--- src/rtl/time_digits_to_seconds.sv ---
// Packed-BCD mm:ss / hh:mm:ss entry to binary seconds, one Horner step per cycle.
// Result saturates at 2^OUT_W-1 and is held until the downstream side takes it.
module time_digits_to_seconds #(
    parameter int  NUM_FIELDS = 2,
    parameter int  OUT_W      = 19,
    localparam int NUM_DIGITS = 2 * NUM_FIELDS
) (
    input  logic                    clk,
    input  logic                    reset,
    input  logic                    in_valid,
    output logic                    in_ready,
    input  logic [4*NUM_DIGITS-1:0] digits,
    output logic                    out_valid,
    input  logic                    out_ready,
    output logic [OUT_W-1:0]        seconds_out,
    output logic                    err,
    output logic                    ovf
);

    localparam int IDX_W = $clog2(NUM_DIGITS);
    localparam int ACC_W = OUT_W + 4;
    localparam logic [ACC_W-1:0] SAT = {4'b0000, {OUT_W{1'b1}}};

    typedef enum logic [1:0] {IDLE, CONV, DONE} state_t;

    state_t                  state, state_nxt;
    logic [4*NUM_DIGITS-1:0] dig_q;
    logic [ACC_W-1:0]        acc;
    logic [IDX_W-1:0]        idx;
    logic                    err_q, ovf_q;

    logic                    illegal;
    logic [3:0]              cur;
    logic [ACC_W-1:0]        step;
    logic                    accept;

    assign accept = in_valid && (state == IDLE);

    // Units digits and the top digit go to 9; the other tens digits stop at 5.
    always_comb begin
        illegal = 1'b0;
        for (int i = 0; i < NUM_DIGITS; i++) begin
            if ((i % 2 == 0) || (i == NUM_DIGITS - 1)) begin
                if (digits[4*i +: 4] > 4'd9) illegal = 1'b1;
            end else begin
                if (digits[4*i +: 4] > 4'd5) illegal = 1'b1;
            end
        end
    end

    // acc never exceeds SAT, so acc*10+9 always fits in the 4 spare bits.
    always_comb begin
        cur  = dig_q[4*idx +: 4];
        step = (idx[0] ? acc * ACC_W'(6) : acc * ACC_W'(10)) + ACC_W'(cur);
    end

    // NOTE: every combinational output gets a default first, so no path can infer a latch.
    always_comb begin
        state_nxt = state;
        case (state)
            IDLE:    if (accept) state_nxt = illegal ? DONE : CONV;
            CONV:    if (idx == '0) state_nxt = DONE;
            DONE:    if (out_ready) state_nxt = IDLE;
            default: state_nxt = IDLE;
        endcase
    end

    // NOTE: sequential state uses non-blocking assignments so every register samples pre-edge values.
    always_ff @(posedge clk or negedge reset) begin
        if (!reset) state <= IDLE;
        else        state <= state_nxt;
    end

    always_ff @(posedge clk or negedge reset) begin
        if (!reset) begin
            dig_q <= '0;
            acc   <= '0;
            idx   <= '0;
            err_q <= 1'b0;
            ovf_q <= 1'b0;
        end else begin
            case (state)
                IDLE: begin
                    if (in_valid) begin
                        dig_q <= digits;
                        err_q <= illegal;
                        ovf_q <= 1'b0;
                        acc   <= illegal ? '0 : ACC_W'(digits[4*NUM_DIGITS-1 -: 4]);
                        idx   <= IDX_W'(NUM_DIGITS - 2);
                    end
                end
                CONV: begin
                    if (ovf_q || (step > SAT)) begin
                        acc   <= SAT;
                        ovf_q <= 1'b1;
                    end else begin
                        acc <= step;
                    end
                    if (idx != '0) idx <= idx - IDX_W'(1);
                end
                default: ;
            endcase
        end
    end

    assign in_ready    = (state == IDLE);
    assign out_valid   = (state == DONE);
    assign seconds_out = acc[OUT_W-1:0];
    assign err         = err_q;
    assign ovf         = ovf_q;

endmodule

--- config.mk ---
export PLATFORM = sky130hd
export DESIGN_NAME = time_digits_to_seconds
export DESIGN_NICKNAME = d
export VERILOG_FILES = /design/src/rtl/time_digits_to_seconds.sv
export SDC_FILE = /design/constraint.sdc
export NUM_CORES = 1
export LEC_CHECK = 0
export CORE_ASPECT_RATIO = 0.6
export CORE_UTILIZATION = 45
export CTS_CLUSTER_DIAMETER = 40
export CTS_CLUSTER_SIZE = 28
export DETAILED_ROUTE_END_ITERATION = 10
export PLACE_DENSITY = 0.62
export SYNTH_ARGS = -nofsm -noshare
export SYNTH_HDL_FRONTEND = slang
export SYNTH_SLANG_ARGS = --single-unit
--- constraint.sdc ---
create_clock -name clk -period 6.15 [get_ports clk]
set_input_delay 1.23 -clock clk [delete_from_list [all_inputs] [get_ports clk]]
set_output_delay 1.23 -clock clk [all_outputs]
set_load 0.05 [all_outputs]
==> results.txt, run 1 <==
----------------------------------------------------
[Global route]
  Number of antenna violations at the first check in global routing ... 0
  Gr usage total ... 0.257
  First-pass GRT wire length ... 22.7 mm
  Number of global-route vias before repair ... 4098
  Largest net degree at the start of global routing ... 45
  Global route overflow ... 0

[Timing]
  Slew margin rel. ... 0.222
  Endpoints failing hold ... 0
  Setup Skew ... 0.00600 ns
  Final clock period utilization by the worst path ... 0.788
  F_max ... 206 MHz
  Unrepaired setup endpoints after global routing ... no
  Number of slew-limit violations in the final report ... 0
  Time the worst path needs with I/O delays and setup ... 4.85 ns
  Transition time at the pin with the least slew margin ... 1.17 ns
  Min Hold Slack ... 0.505 ns
  Final sum of negative setup slack ... 0 ns
  Setup violation total in the final timing report ... 0

[Critical path]
  Data required time of the worst path ... 6.37 ns
  Critical path startpoint ... acc[3]
  Crit Reg-Reg Startpoint ... acc[3]
  Critical path data arrival time ... 5.06 ns
  CP max FO ... 15
  Crit start category ... register
  Depth of the worst register-to-register path ... 14
  CP Capture Type ... register
  Critical path type ... register to register

[Clock network]
  Depth of the CTS H-tree ... 2
  CTS tree ... yes
  Clock Root Buffer ... clkbuf_16
  Number of post-CTS setup repair buffers ... 0
  Buffers from clock root to sink, at most ... 2
  Clock buffers created by TritonCTS ... 5
  Total of cells resized after clock tree synthesis ... 0
  Clock transition time at the flip-flop clock pins of the worst setup and hold paths ... 0.07 ns
  Hold bufs inserted after CTS ... 0
  Clock Latency Late Sink ... 0.29 ns
  Clock sink count ... 44

[Layout]
  Diode insertion count for antenna repair ... 0
  Proportion of layout cells with a drive suffix above 1 ... 0.0789
  Post-layout utilization of the core ... 0.515
  Area of all placed cells without fillers ... 0.00547 sq mm
  Post-layout net count ... 654
  P&R area growth vs syn ... 10.4%
  Fillcell total ... 988

[Logic synthesis]
  Combined area of all synthesized cells ... 0.00496 sq mm
  Adder and majority cell fraction of the synthesized area ... 0.166
  Mux contribution to synthesized area ... 0.0671
  Seq/Total Area, Yosys ... 0.222
  Netlist cell types ... 68
  Synth warn ... 0
  Leading cell types by total area after synthesis ... dfrtp_1 (22%), ha_1 (15%), a21oi_1 (5.7%)
  Fraction of the mapped netlist area in compound gates ... 0.242
  Instance count of the mapped netlist ... 559
  Synth Area in XOR/XNOR ... 0.0654
  Proportion of synthesized flip-flops having asynchronous set or reset ... 1.00
  EDFF count, synth ... 0
  Combinational family with the most area after synthesis ... compound AO/OA/AOI/OAI gates
  Simple-gate share of the synthesized area ... 0.178
  Top FF cell, synth ... dfrtp_1
  Cell taking the most area after synthesis ... dfrtp_1
  Yosys top cell area share ... 0.222
  Count of state elements after synthesis ... 44
  Synthesized net count ... 643
  Synth Area per Inst ... 8.87 sq um

[Placement]
  Weighted congestion at the end of routability-driven global placement ... 0.934
  Cell area after placement ... 0.00534 sq mm
  Half-perimeter wire length after placement ... 10.7 mm
  Quantity of I/O buffers inserted on ports ... 42

[Floorplanning]
  Die Y-Extent ... 83.3 um
  Initial standard-cell utilization of the core ... 0.466
  Number of cell rows ... 29
  Area of the die ... 0.0115 sq mm
  Core area ... 0.0106 sq mm
  # IOs ... 43
  Die width ... 138 um

[Pwr]
  VDD IR max ... 241 uV
  Leakage power of the design ... 2.46 nW
  PnR Total Power ... 2.74 mW
  Power per cell area ... 501 mW/mm^2

[Route]
  Overall routed net length ... 13.7 mm
  Router iterations before antenna repair ... 4
  Routed WL per cell ... 19.3 um
  DRC violations left ... 0
  Vias per std cell ... 6.26
  Antenna violation net count after detailed routing ... 0
  Routed vias ... 4435
  First DRT Iteration DRCs ... 403

[Worst hold path]
  Type of the worst min-delay path ... register to register
  Startpoint of the lowest-slack hold path ... dig_q[12]
  Cell depth of the worst min-delay path ... 1

[Run status]
  Status ... complete, no violations

[Run]
  Max-cap violation count ... 0

----------------------------------------------------
[stage by stage]
step           setup slack, ns  std cells
5_1_grt                   1.13        709
3_5_place_dp              1.38        702
4_1_cts                   1.35        709
3_3_place_gp              1.47        702
6_report                  1.30        709
2_1_floorplan             1.36        559
[synth_stat cells, types with 9 or more instances]
cell type  number
ha_1           61
a21oi_1        56
dfrtp_1        44
nor2_1         34
nand2_1        33
xnor2_1        20
buf_4          19
mux2_2         18
o21ai_0        17
xor2_1         17
a21o_1         16
clkbuf_1       16
inv_1          16
a221o_1        14
and2_1         14
and3_1         10
nor3_1          9
[worst paths after layout]
check,end,slack [ns]
setup / recovery,acc[18],1.30
hold / removal,dig_q[12],0.51
setup reg to reg,acc[18],1.30
hold reg to reg,dig_q[12],0.51
max in group asynchronous,dig_q[7],4.40
min in group asynchronous,acc[19],1.12
[kinds of logic after synthesis]
logic type	after synthesis
xor+xnor	37
mux	26
buf+inv	57
flops	44
simple gates	160
fa+ha+maj	64
compound gates	171
[sequential cells by signal, indices dropped and copies added, names as in the netlist]
signal	flops
state	2
acc	22
idx	2
ovf	1
dig_q	16
err	1
[power breakdown]
group	total (mW)	switching, mW	internal, mW
Combinational	1.92	1.18	0.737
Sequential	0.564	0.170	0.394
Clock	0.260	0.112	0.148
[final cells by class]
type,instances,area (sq um),area share
Multi-Input combinational cell,458,3570,0.652
Inverter,17,63.8,0.0117
Clock inverter,2,12.5,0.00229
Tap cell,139,174,0.0318
Timing Repair Buffer,44,430,0.0786
Clock buffer,5,125,0.0229
Sequential cell,44,1100,0.201
[worst max-delay path, cell delays in order (launching register included)]
cell and delay (ns):
dfrtp_1 0.47, ha_1 0.31, ha_1 0.23, fa_1 0.41, a21o_1 0.21, a221o_1 0.38
a221o_1 0.35, a21oi_2 0.16, nor3_1 0.06, or4_4 0.62, or4_4 0.59, o31ai_4 0.26
o31ai_2 0.12, a21oi_4 0.39, a221o_1 0.19
[per-layer routing]
layer / GRT usage / share of wire / vias to the layer above
li1: - / - / 2119
met1: 0.448 / 0.55 / 2115
met2: 0.303 / 0.35 / 193
met3: 0.0513 / 0.090 / 8
met4: 0.0460 / 0.0072 / 0
met5: 0 / 0 / -
[cells in the final DEF (no fill, tap or decap), types with 7 or more instances in the layout]
| cell | n |
|---|---|
| a211oi_1 | 7 |
| a21o_1 | 16 |
| a21oi_1 | 56 |
| a221o_1 | 14 |
| and2_1 | 14 |
| and3_1 | 10 |
| and4_1 | 8 |
| clkdlybuf4s50_1 | 41 |
| dfrtp_1 | 44 |
| ha_1 | 61 |
| inv_1 | 16 |
| mux2_2 | 18 |
| nand2_1 | 33 |
| nand2b_1 | 8 |
| nand4_1 | 7 |
| nor2_1 | 34 |
| nor2b_1 | 8 |
| nor3_1 | 9 |
| o211ai_1 | 7 |
| o21ai_0 | 17 |
| xnor2_1 | 20 |
| xor2_1 | 17 |
Power figures use the tool's default switching activity.
==> inputs of run 2 (changes only) <==
Clock period 6.15 ns to 4.8 ns, I/O delays scaled along.
==> run 2 against run 1 <==
Compared with the run above: via count is 2.0% higher; worst setup slack worse by 1.1 ns; final area is 1.9% higher; wire length is 4.1% higher; utilization is 0.95 points higher; sequential power is 26% higher; critical path type unchanged; highest routed layer unchanged.
==> results.txt, run 2 (same netlist as run 1, synthesis figures left out) <==
----------------------------------------------------
[Layout]
  Area of all placed cells without fillers ... 0.00558 sq mm
  Proportion of layout cells with a drive suffix above 1 ... 0.103
  P&R area growth vs syn ... 12.4%
  Max reg flops ... 22
  Post-layout utilization of the core ... 0.524
  Diode insertion count for antenna repair ... 0
  Post-layout net count ... 664
  Regs by FF count ... acc: 22 flops, dig_q: 16 flops
  Fillcell total ... 983
  Most used cells in the layout excluding fill and tap cells ... ha_1 (61), a21oi_1 (56), dfrtp_1 (43), clkdlybuf4s50_1 (41), nor2_1 (34)
  Final Instance Count excl. Fillers ... 719
  Most flops, register ... acc
  Most common cell after layout, fill and taps aside ... ha_1

[Critical path]
  Crit start category ... register
  R2r setup slk ... 0.18 ns
  Critical path data arrival time ... 4.84 ns
  Data required time of the worst path ... 5.02 ns
  Critical path type ... register to register
  CP max FO ... 9
  CP Capture Type ... register

[Placement]
  Half-perimeter wire length after placement ... 11.2 mm
  Weighted congestion at the end of routability-driven global placement ... 0.934
  Number of cells after detailed placement ... 710
  Quantity of I/O buffers inserted on ports ... 42
  Cell area after placement ... 0.00540 sq mm

[Worst hold path]
  Type of the worst min-delay path ... register to register

[Global route]
  Met1 track utilization from global routing ... 0.418
  Met3 track demand over resource ... 0.0678
  First-pass GRT wire length ... 22.7 mm
  Number of global-route vias before repair ... 4161
  Number of antenna violations at the first check in global routing ... 0
  Largest net degree at the start of global routing ... 45
  Global Route met2 Usage ... 0.335
  Global route overflow ... 0
  Most utilized layer in the global route result ... met1
  Gr usage total ... 0.257

[Floorplanning]
  Die width ... 138 um
  # IOs ... 43
  Core area ... 0.0106 sq mm
  Number of cell rows ... 29
  Die Y-Extent ... 83.3 um
  Area of the die ... 0.0115 sq mm
  Initial standard-cell utilization of the core ... 0.466

[Timing]
  Slew margin rel. ... 0.276
  Setup violation total in the final timing report ... 0
  Unrepaired setup endpoints after global routing ... no
  Endpoints failing hold ... 0
  Transition time at the pin with the least slew margin ... 1.08 ns
  F_max ... 216 MHz
  Final clock period utilization by the worst path ... 0.963
  Time the worst path needs with I/O delays and setup ... 4.62 ns
  Number of slew-limit violations in the final report ... 0
  Setup Skew ... 0.00644 ns
  Final sum of negative setup slack ... 0 ns

[Route]
  DRC violations left ... 0
  Routed vias ... 4524
  First DRT Iteration DRCs ... 528
  Vias per std cell ... 6.29
  Router iterations before antenna repair ... 5
  Antenna violation net count after detailed routing ... 0
  Routed WL per cell ... 19.8 um
  Overall routed net length ... 14.2 mm

[Run status]
  Status ... complete, no violations

[Run]
  Max-cap violation count ... 0

[Clock network]
  Clock buffers created by TritonCTS ... 5
  Depth of the CTS H-tree ... 2
  Clock Root Buffer ... clkbuf_16
  Clock Latency Late Sink ... 0.28 ns
  Clock transition time at the flip-flop clock pins of the worst setup and hold paths ... 0.07 ns
  Buffers from clock root to sink, at most ... 2
  Clock sink count ... 44
  CTS tree ... yes

[Pwr]
  PnR Total Power ... 3.58 mW
  Leakage power of the design ... 2.52 nW
  Power per cell area ... 643 mW/mm^2
  VDD IR max ... 418 uV

----------------------------------------------------
[run 2: area by class of cell]
class | count | area (sq um) | area share
Multi-Input combinational cell | 458 | 3590 | 0.644
Sequential cell | 44 | 1100 | 0.198
Timing Repair Buffer | 54 | 505 | 0.0907
Tap cell | 139 | 174 | 0.0312
Clock buffer | 5 | 125 | 0.0224
Inverter | 17 | 63.8 | 0.0114
Clock inverter | 2 | 12.5 | 0.00224
[run 2: critical path, stage by stage, from the launching register on]
cell and delay, ns:
dfrtp_1 0.48, ha_1 0.37, fa_1 0.48, a21o_1 0.22, a221o_1 0.33, a221o_1 0.34, a21oi_2 0.16, nor3_1 0.06
or4_4 0.60, or4_4 0.58, o31ai_4 0.31, o31ai_4 0.13, a21oi_4 0.17, buf_4 0.19, a221o_1 0.12
[run 2: per-stage QoR]
step	hold WS (ns)	setup WS [ns]
2_1_floorplan	0.475	0.0116
3_3_place_gp	0.484	0.277
3_5_place_dp	0.493	0.159
4_1_cts	0.508	0.136
5_1_grt	0.526	0.0102
6_report	0.504	0.178
[run 2: final timing paths]
path / startpoint / end / cells past startpoint
min: dig_q[7] / dig_q[7] / 1
max reg2reg: acc[4] / acc[5] / 14
min in group asynchronous: reset / acc[13] / 1
max in group asynchronous: reset / acc[2] / 1
max: acc[4] / acc[5] / 14
min reg2reg: dig_q[7] / dig_q[7] / 1
[run 2: where the power goes]
group | switching (mW) | internal [mW]
Sequential | 0.204 | 0.506
Combinational | 1.55 | 0.997
Clock | 0.140 | 0.189
Total | 1.89 | 1.69
[run 2: layer usage]
metal	wire, um	part of all wire	up-vias
li1	-	-	2149
met1	7280	0.51	2170
met2	5350	0.38	201
met3	1550	0.11	4
met4	61	0.0043	0
met5	0	0	-
[run 2: timing repair]
action,CTS,global route
setup buffers,0,2
hold buffers,0,0
resized for setup,0,6
setup endpoints to repair,0,20
==> inputs of run 3 (changes only) <==
Settings changed: DONT_BUFFER_PORTS set to 1, PLACE_DENSITY 0.62 to 0.57.
==> run 3 against run 2 <==
Compared with the run above: worst hold slack lost 0.14 ns; utilization shrank 2.6 points; flip-flop and latch count is the same; final cell count shrank 3.9%; non-clock buffer count shrank 29; maximum frequency shrank 0.26%; worst setup slack lost 0.012 ns; critical path type unchanged; highest routed layer unchanged.
==> results.txt, run 3 (same netlist as run 1, synthesis figures left out) <==
----------------------------------------------------
[Route]
  DRC violations left ... 0
  Router iterations before antenna repair ... 5
  Vias per std cell ... 6.42
  Routed WL per cell ... 20.8 um
  First DRT Iteration DRCs ... 517
  Routed vias ... 4434
  Overall routed net length ... 14.3 mm
  Antenna violation net count after detailed routing ... 0

[Global route]
  First-pass GRT wire length ... 23.2 mm
  Gr usage total ... 0.265
  Number of global-route vias before repair ... 4173
  Largest net degree at the start of global routing ... 45
  Global route overflow ... 0
  Number of antenna violations at the first check in global routing ... 0

[Pwr]
  VDD IR max ... 404 uV
  Leakage power of the design ... 2.45 nW
  PnR Total Power ... 3.59 mW
  Power per cell area ... 678 mW/mm^2

[Critical path]
  Worst reg2reg path endpoint ... acc[17]
  Depth of the worst register-to-register path ... 15
  Data required time of the worst path ... 5.02 ns
  CP max FO ... 15
  Crit start category ... register
  Critical path data arrival time ... 4.85 ns
  CP Capture Type ... register
  Critical path type ... register to register
  R2r setup slk ... 0.17 ns
  Crit Reg-Reg Startpoint ... acc[1]

[Clock network]
  Clock buffers created by TritonCTS ... 5
  Clock Root Buffer ... clkbuf_16
  CTS tree ... yes
  Clock transition time at the flip-flop clock pins of the worst setup and hold paths ... 0.07 ns
  Clock sink count ... 44
  Clock Latency Late Sink ... 0.29 ns
  Depth of the CTS H-tree ... 2
  Buffers from clock root to sink, at most ... 2

[Layout]
  Proportion of layout cells with a drive suffix above 1 ... 0.130
  Post-layout utilization of the core ... 0.499
  Diode insertion count for antenna repair ... 0
  Final Instance Count excl. Fillers ... 691
  P&R area growth vs syn ... 6.91%
  Post-layout net count ... 635
  Most used cells in the layout excluding fill and tap cells ... ha_1 (61), a21oi_1 (55), dfrtp_1 (44), nor2_1 (34), nand2_1 (33)
  Sequential Area ... 0.00110 sq mm
  Regs by FF count ... acc: 22 flops, dig_q: 16 flops
  Fillcell total ... 997
  Most common cell after layout, fill and taps aside ... ha_1
  Area of all placed cells without fillers ... 0.00530 sq mm
  Most flops, register ... acc
  Max reg flops ... 22
  Multi-input logic area ... 0.00359 sq mm

[Timing]
  Setup violation total in the final timing report ... 0
  Final sum of negative setup slack ... 0 ns
  Min Hold Slack ... 0.363 ns
  Endpoints failing hold ... 0
  Setup ws final ... 0.166 ns
  Time the worst path needs with I/O delays and setup ... 4.63 ns
  Number of slew-limit violations in the final report ... 0
  Transition time at the pin with the least slew margin ... 1.16 ns
  Final clock period utilization by the worst path ... 0.965
  Setup Skew ... 0.00385 ns
  Unrepaired setup endpoints after global routing ... no
  F_max ... 216 MHz
  Slew margin rel. ... 0.223

[Floorplanning]
  Area of the die ... 0.0115 sq mm
  Initial standard-cell utilization of the core ... 0.466
  Core area ... 0.0106 sq mm
  # IOs ... 43
  Die Y-Extent ... 83.3 um
  Die width ... 138 um
  Number of cell rows ... 29

[Worst hold path]
  Type of the worst min-delay path ... input port to async pin

[Run]
  Max-cap violation count ... 0

[Placement]
  Number of cells after detailed placement ... 681
  Quantity of I/O buffers inserted on ports ... 0
  Half-perimeter wire length after placement ... 11.3 mm
  Weighted congestion at the end of routability-driven global placement ... 0.913
  Cell area after placement ... 0.00508 sq mm
  Pre-CTS setup slack ... 0.118 ns

[Run status]
  Status ... complete, no violations

----------------------------------------------------
-- run 3: area by class of cell --
type                            instances  share of cell area
Timing Repair Buffer                   25              0.0378
Clock inverter                          3             0.00873
Multi-Input combinational cell        458               0.677
Inverter                               17              0.0120
Clock buffer                            5              0.0236
Tap cell                              139              0.0328
Sequential cell                        44               0.208
-- run 3: power breakdown --
group          total [mW]  switching [mW]  internal [mW]
Sequential          0.703           0.198          0.505
Clock               0.398           0.151          0.247
Combinational        2.49            1.57          0.923
-- run 3: how the worst max path moves through the flow --
stage	endpoint	slack (ns)	start	depth (start not counted)
global route	acc[1]	0.03	acc[1]	14
CTS	acc[17]	0.07	acc[1]	14
finish	acc[17]	0.17	acc[1]	15
floorplan	acc[11]	0.01	idx[0]	18
detailed placement	acc[17]	0.12	acc[1]	14
global placement	acc[6]	0.17	acc[1]	14
-- run 3: what timing repair did --
item,4_1_cts,5_1_grt
hold buffers,0,0
resized for setup,0,5
endpoints found under the setup margin,0,20
setup buffers,0,2
-- run 3: metal layers --
metal | vias to the layer above | share of wire | GRT usage
li1 | 2107 | - | -
met1 | 2138 | 0.54 | 0.458
met2 | 184 | 0.36 | 0.326
met3 | 5 | 0.098 | 0.0464
met4 | 0 | 0.0045 | 0.0380
met5 | - | 0 | 0
-- run 3: worst max-delay path, stage by stage (launching register included) --
cell and delay [ns]:
dfrtp_1 0.38, ha_1 0.30, ha_1 0.23, fa_1 0.41, a21o_1 0.22, a221o_1 0.39
a221o_1 0.35, a21oi_2 0.15, nor3_1 0.06, or4_4 0.61, or4_4 0.59, o31ai_4 0.29
o31ai_4 0.12, a21oi_4 0.18, buf_12 0.16, a221o_1 0.12
==> patch: new RTL, flow settings as in run 1 <==
The parameter `OUT_W` goes from 19 to 38.
--- a/src/rtl/time_digits_to_seconds.sv
+++ b/src/rtl/time_digits_to_seconds.sv
@@ -2,7 +2,7 @@
 // Result saturates at 2^OUT_W-1 and is held until the downstream side takes it.
 module time_digits_to_seconds #(
     parameter int  NUM_FIELDS = 2,
-    parameter int  OUT_W      = 19,
+    parameter int  OUT_W      = 38,
     localparam int NUM_DIGITS = 2 * NUM_FIELDS
 ) (
     input  logic                    clk,
Interface: changed (resized seconds_out); port bits go from 43 to 62. No check against the original RTL was run, so the function may have changed too.
==> patch against run 1 <==
- sequential cell count rose by 19
- worst setup slack got worse by 0.73 ns
- global-route usage rose by 4.8 points
- critical path depth rose by 3
- cell count rose by 130%
- non-clock buffer count rose by 36
- via count rose by 140%
- area after synthesis rose by 110%
- design area rose by 100%
- power fell by 9.9%
- wire length rose to 2.6 times the old value
==> patch: results (changes against run 1) <==
metric;value;unit;change
clock_power_share;22.3;%;+13 points
rr_endpoint;acc[19];;
ir_worst_vdd;0.188;mV;-22%
min_from;dig_q[10];;
status;finished clean;;
ff2ff_setup_slack;0.57;ns;-0.73 ns
clock_path_buffers;2;;unchanged
grt.total_usage;30.4;%;+4.8 points
holdPathEnd;dig_q[10];;
dp_hpwl;27500;µm;+160%
finalWirelength;35100;µm;+160%
antenna_found_initial;1;;+1
tightest_slew;1.11;ns;-0.0559 ns
comb-power;1.32;mW;-31%
synthTopCellsByArea;dfrtp_1 15%, ha_1 14%, a21oi_1 7.1%;;
ys_seq_area_share;15.5;%;-6.8 points
crit_slowest_cell;or4_1;;
leakagePower;4.77;nW;+94%
clock_latency;0.35;ns;+0.06 ns
drtIter0Drc;1131;;+180%
worstPathArrival;5.77;ns;+0.71 ns
vias;10600;;+140%
syn_nets;1489;;+130%
hold_ws;0.503;ns;-0.00167 ns
dr.pass1.iters;5;;+1
reg_top3;acc (41), dig_q (16);;
grt_pass1_vias;9526;;+130%
p_switching;1.16;mW;-21%
slowest_delay;0.56;ns;-0.06 ns
timing.rr.start;acc[1];;
gp_congestion;0.979;;+4.8%
grt_max_degree;64;;+42%
io_buffers;61;;+45%
crit_path_max_fanout;28;;+13
cts_buffers;9;;+4
r2r_cells;17;;+3
clock-skew-final;0.0102;ns;+0.00415 ns
layout-drive-gt1-share;7.26;%;-0.63 points
synthTopCellsByCount;145 x nand2_1, 144 x a21oi_1, 118 x ha_1, 95 x nor2_1, 84 x o21ai_0;;
htree_levels;3;;+1
## patch: cell types whose count changed after synthesis, sizes merged, moves of 19 or more
cell    before  now
a211oi       7   52
a21oi       58  146
buf         24   51
clkbuf      16   57
dfrtp       44   63
ha          61  118
nand2       33  145
nand4        7   28
nor2        34   95
nor3         9   38
o21ai       21   88
xnor2       20   48
## patch: how the worst max path moves through the flow
| stage | startpoint | end | slack (ns) | depth (start not counted) |
|---|---|---|---|---|
| 2_1_floorplan | idx[0] | acc[1] | 0.01 | 23 |
| 3_3_place_gp | acc[1] | acc[19] | 0.86 | 17 |
| 3_5_place_dp | acc[1] | acc[19] | 0.70 | 17 |
| 4_1_cts | acc[1] | acc[19] | 0.66 | 17 |
| 5_1_grt | acc[1] | acc[19] | 0.17 | 17 |
| 6_report | acc[1] | acc[19] | 0.57 | 17 |
## patch: cells by family (layout without fill, tap and decap cells)
logic type / Yosys count / in the layout / share of synthesized area (%)
xor+xnor: 72 / 72 / 6.18
compound gates: 447 / 447 / 28.6
simple gates: 447 / 447 / 21.6
mux: 55 / 55 / 6.24
flops: 63 / 63 / 15.5
fa+ha+maj: 121 / 121 / 15.1
buf+inv: 143 / 131 / 6.92
## patch: layer usage
layer	track usage, %	vias to the layer above	part of all wire, %
met5	0	-	0.077
met4	5.81	4	1.3
met3	10.4	35	13
met2	37.3	510	36
met1	48.8	5035	49
li1	-	4993	-
## patch: final cells by class
type	instances	area (µm²)
multi-input combinational	1142	7950
clock buffer	9	225
timing repair buffer	80	763
tap	308	385
clock inverter	7	81.3
inverter	35	131
sequential	63	1580
fill	2186	11000
## patch: through the flow
step	cells	total power [mW]	instance area, µm²
final	1644	2.47	11100
after global routing	1644	2.62	11100
after CTS	1644	2.46	11100
after global placement	1628	1.89	10800
after floorplan	1348	1.55	10200
after detailed placement	1628	1.90	10800
